===== src/rtl/adc_seq_ctrl_if.sv =====
// adc_seq_ctrl_if: kick/abort controls, ADC sample/data handshake and frame outputs of the ADC sequencer.
interface adc_seq_ctrl_if #(
    parameter int NUM_OUTPUTS = 10,
    parameter int ADC_BITS    = 8
);
    localparam int SEL_W = $clog2(NUM_OUTPUTS);
    logic                            soft_reset_pulse;
    logic                            adc_kick_pulse;
    logic [SEL_W-1:0]                bl_sel;
    logic                            adc_sample;
    logic                            adc_data_valid;
    logic [ADC_BITS-1:0]             adc_data;
    logic                            neuron_in_valid;
    logic [NUM_OUTPUTS*ADC_BITS-1:0] neuron_in_data;
    logic                            busy;
    logic                            overrun_err;
    logic                            timeout_err;
    modport slave (
        input  soft_reset_pulse, adc_kick_pulse, adc_data_valid, adc_data,
        output bl_sel, adc_sample, neuron_in_valid, neuron_in_data, busy, overrun_err, timeout_err
    );
    modport master (
        output soft_reset_pulse, adc_kick_pulse, adc_data_valid, adc_data,
        input  bl_sel, adc_sample, neuron_in_valid, neuron_in_data, busy, overrun_err, timeout_err
    );
endinterface


===== src/rtl/adc_seq_ctrl.sv =====
// adc_seq_ctrl: steps the bitline mux over all columns, samples each through the shared ADC
// and emits one packed frame per kick, with overrun and per-column timeout detection.
module adc_seq_ctrl #(
    parameter int NUM_OUTPUTS    = 10,
    parameter int ADC_BITS       = 8,
    parameter int SETTLE_CYCLES  = 3,
    parameter int TIMEOUT_CYCLES = 16
) (
    input logic         clk,
    input logic         rst_n,
    adc_seq_ctrl_if.slave bus
);
    localparam int SEL_W = $clog2(NUM_OUTPUTS);
    localparam int SC_W  = $clog2(SETTLE_CYCLES + 1);
    localparam int WC_W  = $clog2(TIMEOUT_CYCLES + 1);
    localparam logic [SEL_W-1:0] COL_LAST    = SEL_W'(NUM_OUTPUTS - 1);
    localparam logic [SC_W-1:0]  SETTLE_LAST = SC_W'(SETTLE_CYCLES - 1);
    localparam logic [WC_W-1:0]  WAIT_LAST   = WC_W'(TIMEOUT_CYCLES - 1);

    typedef enum logic [1:0] {IDLE, SETTLE, WAIT, DONE} state_t;

    state_t                          state;
    logic [SC_W-1:0]                 settle_cnt;
    logic [WC_W-1:0]                 wait_cnt;
    logic [NUM_OUTPUTS*ADC_BITS-1:0] shadow;

    always_ff @(posedge clk or negedge rst_n) begin
        if (!rst_n) begin
            state               <= IDLE;
            settle_cnt          <= '0;
            wait_cnt            <= '0;
            shadow              <= '0;
            bus.bl_sel          <= '0;
            bus.adc_sample      <= 1'b0;
            bus.neuron_in_valid <= 1'b0;
            bus.neuron_in_data  <= '0;
            bus.busy            <= 1'b0;
            bus.overrun_err     <= 1'b0;
            bus.timeout_err     <= 1'b0;
        end else begin
            bus.adc_sample      <= 1'b0;
            bus.neuron_in_valid <= 1'b0;
            if (bus.soft_reset_pulse) begin
                state              <= IDLE;
                settle_cnt         <= '0;
                wait_cnt           <= '0;
                shadow             <= '0;
                bus.bl_sel         <= '0;
                bus.neuron_in_data <= '0;
                bus.busy           <= 1'b0;
                bus.overrun_err    <= 1'b0;
                bus.timeout_err    <= 1'b0;
            end else begin
                if (bus.adc_kick_pulse && state != IDLE)
                    bus.overrun_err <= 1'b1;
                case (state)
                    IDLE: if (bus.adc_kick_pulse) begin
                        bus.bl_sel <= '0;
                        settle_cnt <= '0;
                        bus.busy   <= 1'b1;
                        state      <= SETTLE;
                    end
                    SETTLE: begin
                        settle_cnt <= settle_cnt + 1'b1;
                        if (settle_cnt == SETTLE_LAST) begin
                            bus.adc_sample <= 1'b1;
                            wait_cnt       <= '0;
                            state          <= WAIT;
                        end
                    end
                    WAIT: begin
                        // A valid arriving in the expiring cycle still counts as an answer.
                        if (bus.adc_data_valid || wait_cnt == WAIT_LAST) begin
                            shadow[int'(bus.bl_sel)*ADC_BITS +: ADC_BITS] <= bus.adc_data_valid ? bus.adc_data : '0;
                            if (!bus.adc_data_valid)
                                bus.timeout_err <= 1'b1;
                            if (bus.bl_sel == COL_LAST)
                                state <= DONE;
                            else begin
                                bus.bl_sel <= bus.bl_sel + 1'b1;
                                settle_cnt <= '0;
                                state      <= SETTLE;
                            end
                        end else
                            wait_cnt <= wait_cnt + 1'b1;
                    end
                    DONE: begin
                        bus.neuron_in_data  <= shadow;
                        bus.busy            <= 1'b0;
                        bus.neuron_in_valid <= 1'b1;
                        state               <= IDLE;
                    end
                    default: state <= IDLE;
                endcase
            end
        end
    end
endmodule

===== src/flat_wrapper.sv =====
// flat-port wrapper written by rule: the top's interface ports become plain ports
module adc_seq_ctrl_flat 
#(
    parameter int NUM_OUTPUTS    = 10,
    parameter int ADC_BITS       = 8,
    parameter int SETTLE_CYCLES  = 3,
    parameter int TIMEOUT_CYCLES = 16
)
  (clk, rst_n, bus_soft_reset_pulse, bus_adc_kick_pulse, bus_adc_data_valid, bus_adc_data, bus_bl_sel, bus_adc_sample, bus_neuron_in_valid, bus_neuron_in_data, bus_busy, bus_overrun_err, bus_timeout_err);
  adc_seq_ctrl_if #(.NUM_OUTPUTS(NUM_OUTPUTS), .ADC_BITS(ADC_BITS)) bus_i ();
  input logic clk;
  input logic rst_n;
  input wire logic [$bits(bus_i.soft_reset_pulse)-1:0] bus_soft_reset_pulse;
  input wire logic [$bits(bus_i.adc_kick_pulse)-1:0] bus_adc_kick_pulse;
  input wire logic [$bits(bus_i.adc_data_valid)-1:0] bus_adc_data_valid;
  input wire logic [$bits(bus_i.adc_data)-1:0] bus_adc_data;
  output wire logic [$bits(bus_i.bl_sel)-1:0] bus_bl_sel;
  output wire logic [$bits(bus_i.adc_sample)-1:0] bus_adc_sample;
  output wire logic [$bits(bus_i.neuron_in_valid)-1:0] bus_neuron_in_valid;
  output wire logic [$bits(bus_i.neuron_in_data)-1:0] bus_neuron_in_data;
  output wire logic [$bits(bus_i.busy)-1:0] bus_busy;
  output wire logic [$bits(bus_i.overrun_err)-1:0] bus_overrun_err;
  output wire logic [$bits(bus_i.timeout_err)-1:0] bus_timeout_err;
  assign bus_i.soft_reset_pulse = bus_soft_reset_pulse;
  assign bus_i.adc_kick_pulse = bus_adc_kick_pulse;
  assign bus_i.adc_data_valid = bus_adc_data_valid;
  assign bus_i.adc_data = bus_adc_data;
  assign bus_bl_sel = bus_i.bl_sel;
  assign bus_adc_sample = bus_i.adc_sample;
  assign bus_neuron_in_valid = bus_i.neuron_in_valid;
  assign bus_neuron_in_data = bus_i.neuron_in_data;
  assign bus_busy = bus_i.busy;
  assign bus_overrun_err = bus_i.overrun_err;
  assign bus_timeout_err = bus_i.timeout_err;
  adc_seq_ctrl #(.NUM_OUTPUTS(NUM_OUTPUTS), .ADC_BITS(ADC_BITS), .SETTLE_CYCLES(SETTLE_CYCLES), .TIMEOUT_CYCLES(TIMEOUT_CYCLES)) u_core (.clk(clk), .rst_n(rst_n), .bus(bus_i));
endmodule

===== config.mk =====
export PLATFORM = sky130hd
export DESIGN_NAME = adc_seq_ctrl_flat
export DESIGN_NICKNAME = d
export VERILOG_FILES = /design/src/rtl/adc_seq_ctrl_if.sv /design/src/rtl/adc_seq_ctrl.sv /design/src/flat_wrapper.sv
export SDC_FILE = /design/constraint.sdc
export NUM_CORES = 1
export LEC_CHECK = 0
export CAP_MARGIN = 20
export CORE_UTILIZATION = 35
export DETAILED_ROUTE_END_ITERATION = 12
export GPL_TIMING_DRIVEN = 1
export PLACE_DENSITY = 0.59
export REMOVE_ABC_BUFFERS = 1
export SYNTH_ARGS = -nofsm -noshare
export SYNTH_HDL_FRONTEND = slang
export SYNTH_SLANG_ARGS = --single-unit

===== constraint.sdc =====
create_clock -name clk -period 3.3 [get_ports clk]
set_input_delay 0.66 -clock clk [delete_from_list [all_inputs] [get_ports clk]]
set_output_delay 0.66 -clock clk [all_outputs]
set_load 0.1 [all_outputs]

==> flow_summary.json <==
{
  "core-area_um2": 21220,
  "fin_ws_ns": 0.3488,
  "min_period_over_period_pct": 89.43,
  "ir_drop_mv": 0.3430,
  "yosysSeqAreaShare_pct": 58.40,
  "ios": 102,
  "cts_tree": "built",
  "rsz0062_at_grt": "no",
  "required_ns": 3.65,
  "synth-edff-count": 0,
  "ys_async_sr_fraction_pct": 100.0,
  "synth_compound_area_share_pct": 19.01,
  "cts_root_buf": "clkbuf_16",
  "via_count": 5698,
  "synth_top_area_share_pct": 58.40,
  "fin_skew_ns": 0.009542,
  "synth_top_area_cell": "dfrtp_1",
  "hold_class": "in -> async",
  "ctsHoldBuffers": 0,
  "layout.nets": 758,
  "grt_pass1_vias": 5696,
  "synth-main-ff-cell": "dfrtp_1",
  "grt_max_degree": 179,
  "synth_fa_ha_area_share_pct": 1.148,
  "relSlewSlack_pct": 33.62,
  "arrival_ns": 3.30,
  "postSynthAreaPerCell_um2": 11.61,
  "crit_chain": "nor3_1 > ha_1 > or4b_1 > a2111oi_4 > nand3b_1 > a21oi_1",
  "ys_types": 55,
  "drcViolationCount": 0,
  "min_period_ns": 2.951,
  "fin_setup_tns_ns": 0,
  "powerDensity_nw_per_um2": 501.5,
  "slew_violations": 0,
  "cp-startpoint": "u_core.bus.bl_sel[2]",
  "synth_top_family_by_area": "compound AO/OA/AOI/OAI gates",
  "hold_slack_ns": 0.3491,
  "fillers": 1981,
  "yosys_warnings": 0,
  "first_pass_iters": 5,
  "ys_ff_latch": 178,
  "worstReg2RegStart": "u_core.bus.bl_sel[2]",
  "final_common_cell": "dfrtp_1",
  "grt_overflow": 0,
  "clockBufferDepth": 2,
  "avgRoutedWirePerCell_um": 19.94,
  "hold_viol": 0,
  "cts_buffers": 17,
  "gp_congestion": 0.8948,
  "viasPerCell": 5.554,
  "start_util_pct": 35.94,
  "instances_no_fill": 1026,
  "pre_cts_slack_ns": 0.3932,
  "worst_pin_slew_ns": 0.9957,
  "place_inst": 993,
  "synthCells": 657,
  "htreeDepth": 4,
  "slowest_delay_ns": 0.74,
  "fp.dieH_um": 149.6,
  "max_freq_mhz": 338.9,
  "wirelength_mm": 20.46,
  "die_area_um2": 22390,
  "outcome": "complete, no violations",
  "total_leakage_power_nw": 4.366,
  "cp-end-kind": "flop",
  "n_antenna_cell": 0,
  "path_max_fanout": 13,
  "drive_gt1_share_pct": 20.51,
  "port_buffers": 101,
  "maxCapViolations": 0,
  "drt_iter0_drc": 501,
  "rows": 53,
  "ctsResizeCount": 0,
  "synthXorXnorAreaFrac_pct": 0.1148,
  "cp_slowest_cell": "a2111oi_4",
  "chipWidth_um": 149.6,
  "dpl.hpwl_mm": 13.70,
  "clkSinkCount": 178,
  "synth_mux_area_share_pct": 5.069,
  "setup.worst_path.class": "reg -> reg",
  "clk_pin_slew_worst_paths_ns": 0.07,
  "cp-start-kind": "flop",
  "layout_common_cells": "dfrtp_1 (178), buf_4 (103), a22o_1 (82), nand2_1 (61), mux2i_1 (33)",
  "synth_area_leaders": "dfrtp_1 (58%), a22o_1 (9.4%), mux2i_1 (4.3%)",
  "grt_pass1_wl_mm": 32.51,
  "cts_setup_buffers": 0,
  "detail-route-antenna-nets": 0,
  "antenna_found_initial": 0,
  "clock_latency_ns": 0.43,
  "syn_area_um2": 7627,
  "setup_viol": 0,
  "synth-simple-area-share_pct": 12.76,
  "groute.usage.overall_pct": 19.12,
  "area_growth_pct": 22.51,
  "post-route-util_pct": 44.03
}
[state kept, by name (all words and copies together) (netlist names)]
name	cells
u_core.bus.neuron_in_data	80
u_core.shadow	80
u_core.wait_cnt	5
u_core.bus.bl_sel	4
u_core.settle_cnt	2
u_core.state	2
u_core.bus.adc_sample	1
u_core.bus.busy	1
u_core.bus.neuron_in_valid	1
u_core.bus.overrun_err	1
u_core.bus.timeout_err	1
[synthesized netlist by cell type (2+ instances only)]
master and count:
dfrtp_1 178, a22o_1 82, nand2_1 61, clkbuf_1 41, mux2i_1 33, nand3_1 26, o21ai_0 24, a21oi_1 18
nor2_1 16, o311ai_0 16, o31ai_1 16, nor3_1 13, inv_1 11, nand2b_1 11, nor2b_1 10, buf_2 9
o211ai_1 9, nand4_1 8, a32o_1 7, ha_1 7, mux2_2 5, nand3b_1 5, or4_1 5, and3_1 4
buf_1 4, a31oi_1 3, and2_1 3, or3_1 3, nor3_4 2, o21ai_1 2
[final cells by class]
| cell class | count | area, µm² | area share, % |
|---|---|---|---|
| sequential | 178 | 4454 | 47.67 |
| multi-input combinational | 413 | 2924 | 31.29 |
| timing repair buffer | 117 | 929.6 | 9.949 |
| clock buffer | 18 | 439.2 | 4.700 |
| tap | 275 | 344.1 | 3.682 |
| clock inverter | 14 | 211.5 | 2.263 |
| inverter | 11 | 41.29 | 0.4419 |
[power by group]
part	switching (W)	leakage [nW]	total, W	internal [W]
clock	0.000924	0.322	0.00224	0.00132
sequential	0.0000151	2.48	0.00221	0.00220
combinational	0.000177	1.56	0.000231	0.0000547
total	0.00112	4.37	0.00469	0.00357
[through the flow]
stage / power, W / instance area [µm²]
6_report: 0.004686 / 9344
5_1_grt: 0.004841 / 9344
4_1_cts: 0.004724 / 9324
3_5_place_dp: 0.002484 / 8673
3_3_place_gp: 0.002477 / 8673
2_1_floorplan: 0.002345 / 7402
[worst paths after layout]
| path | slack, ns | end | cells after the start |
|---|---|---|---|
| setup / recovery | 0.35 | u_core.shadow[71] | 6 |
| hold / removal | 0.35 | u_core.bus.neuron_in_valid | 2 |
| setup reg to reg | 0.35 | u_core.shadow[71] | 6 |
| hold reg to reg | 0.49 | u_core.wait_cnt[3] | 1 |
| max in group asynchronous | 2.17 | u_core.state[1] | 2 |
| min in group clk | 0.49 | u_core.wait_cnt[3] | 1 |
[cell families after synthesis]
logic type | Yosys count
AND/OR/NAND/NOR | 181
buffers and inverters | 66
AO/OA/AOI/OAI | 186
XOR/XNOR | 1
adder cells (fa/ha/maj) | 7
multiplexers | 38
flip-flops | 178
[metal layers]
metal | vias up | share of wire, % | GRT usage, %
met1 | 2891 | 47 | 27.30
met3 | 22 | 5.9 | 4.085
li1 | 2618 | - | -
met4 | 0 | 2.0 | 6.122
met5 | - | 0 | 0
met2 | 167 | 45 | 28.75
[worst max-delay path: cells and delay by family (launching register included)]
family	cells	cell delay (ns)
DFF	1	0.57
adders and majority gates	1	0.40
AOI/OAI and AO/OA	2	0.93
and+or+nand+nor	3	0.97
Note: power is estimated with default switching activity, not from simulation.
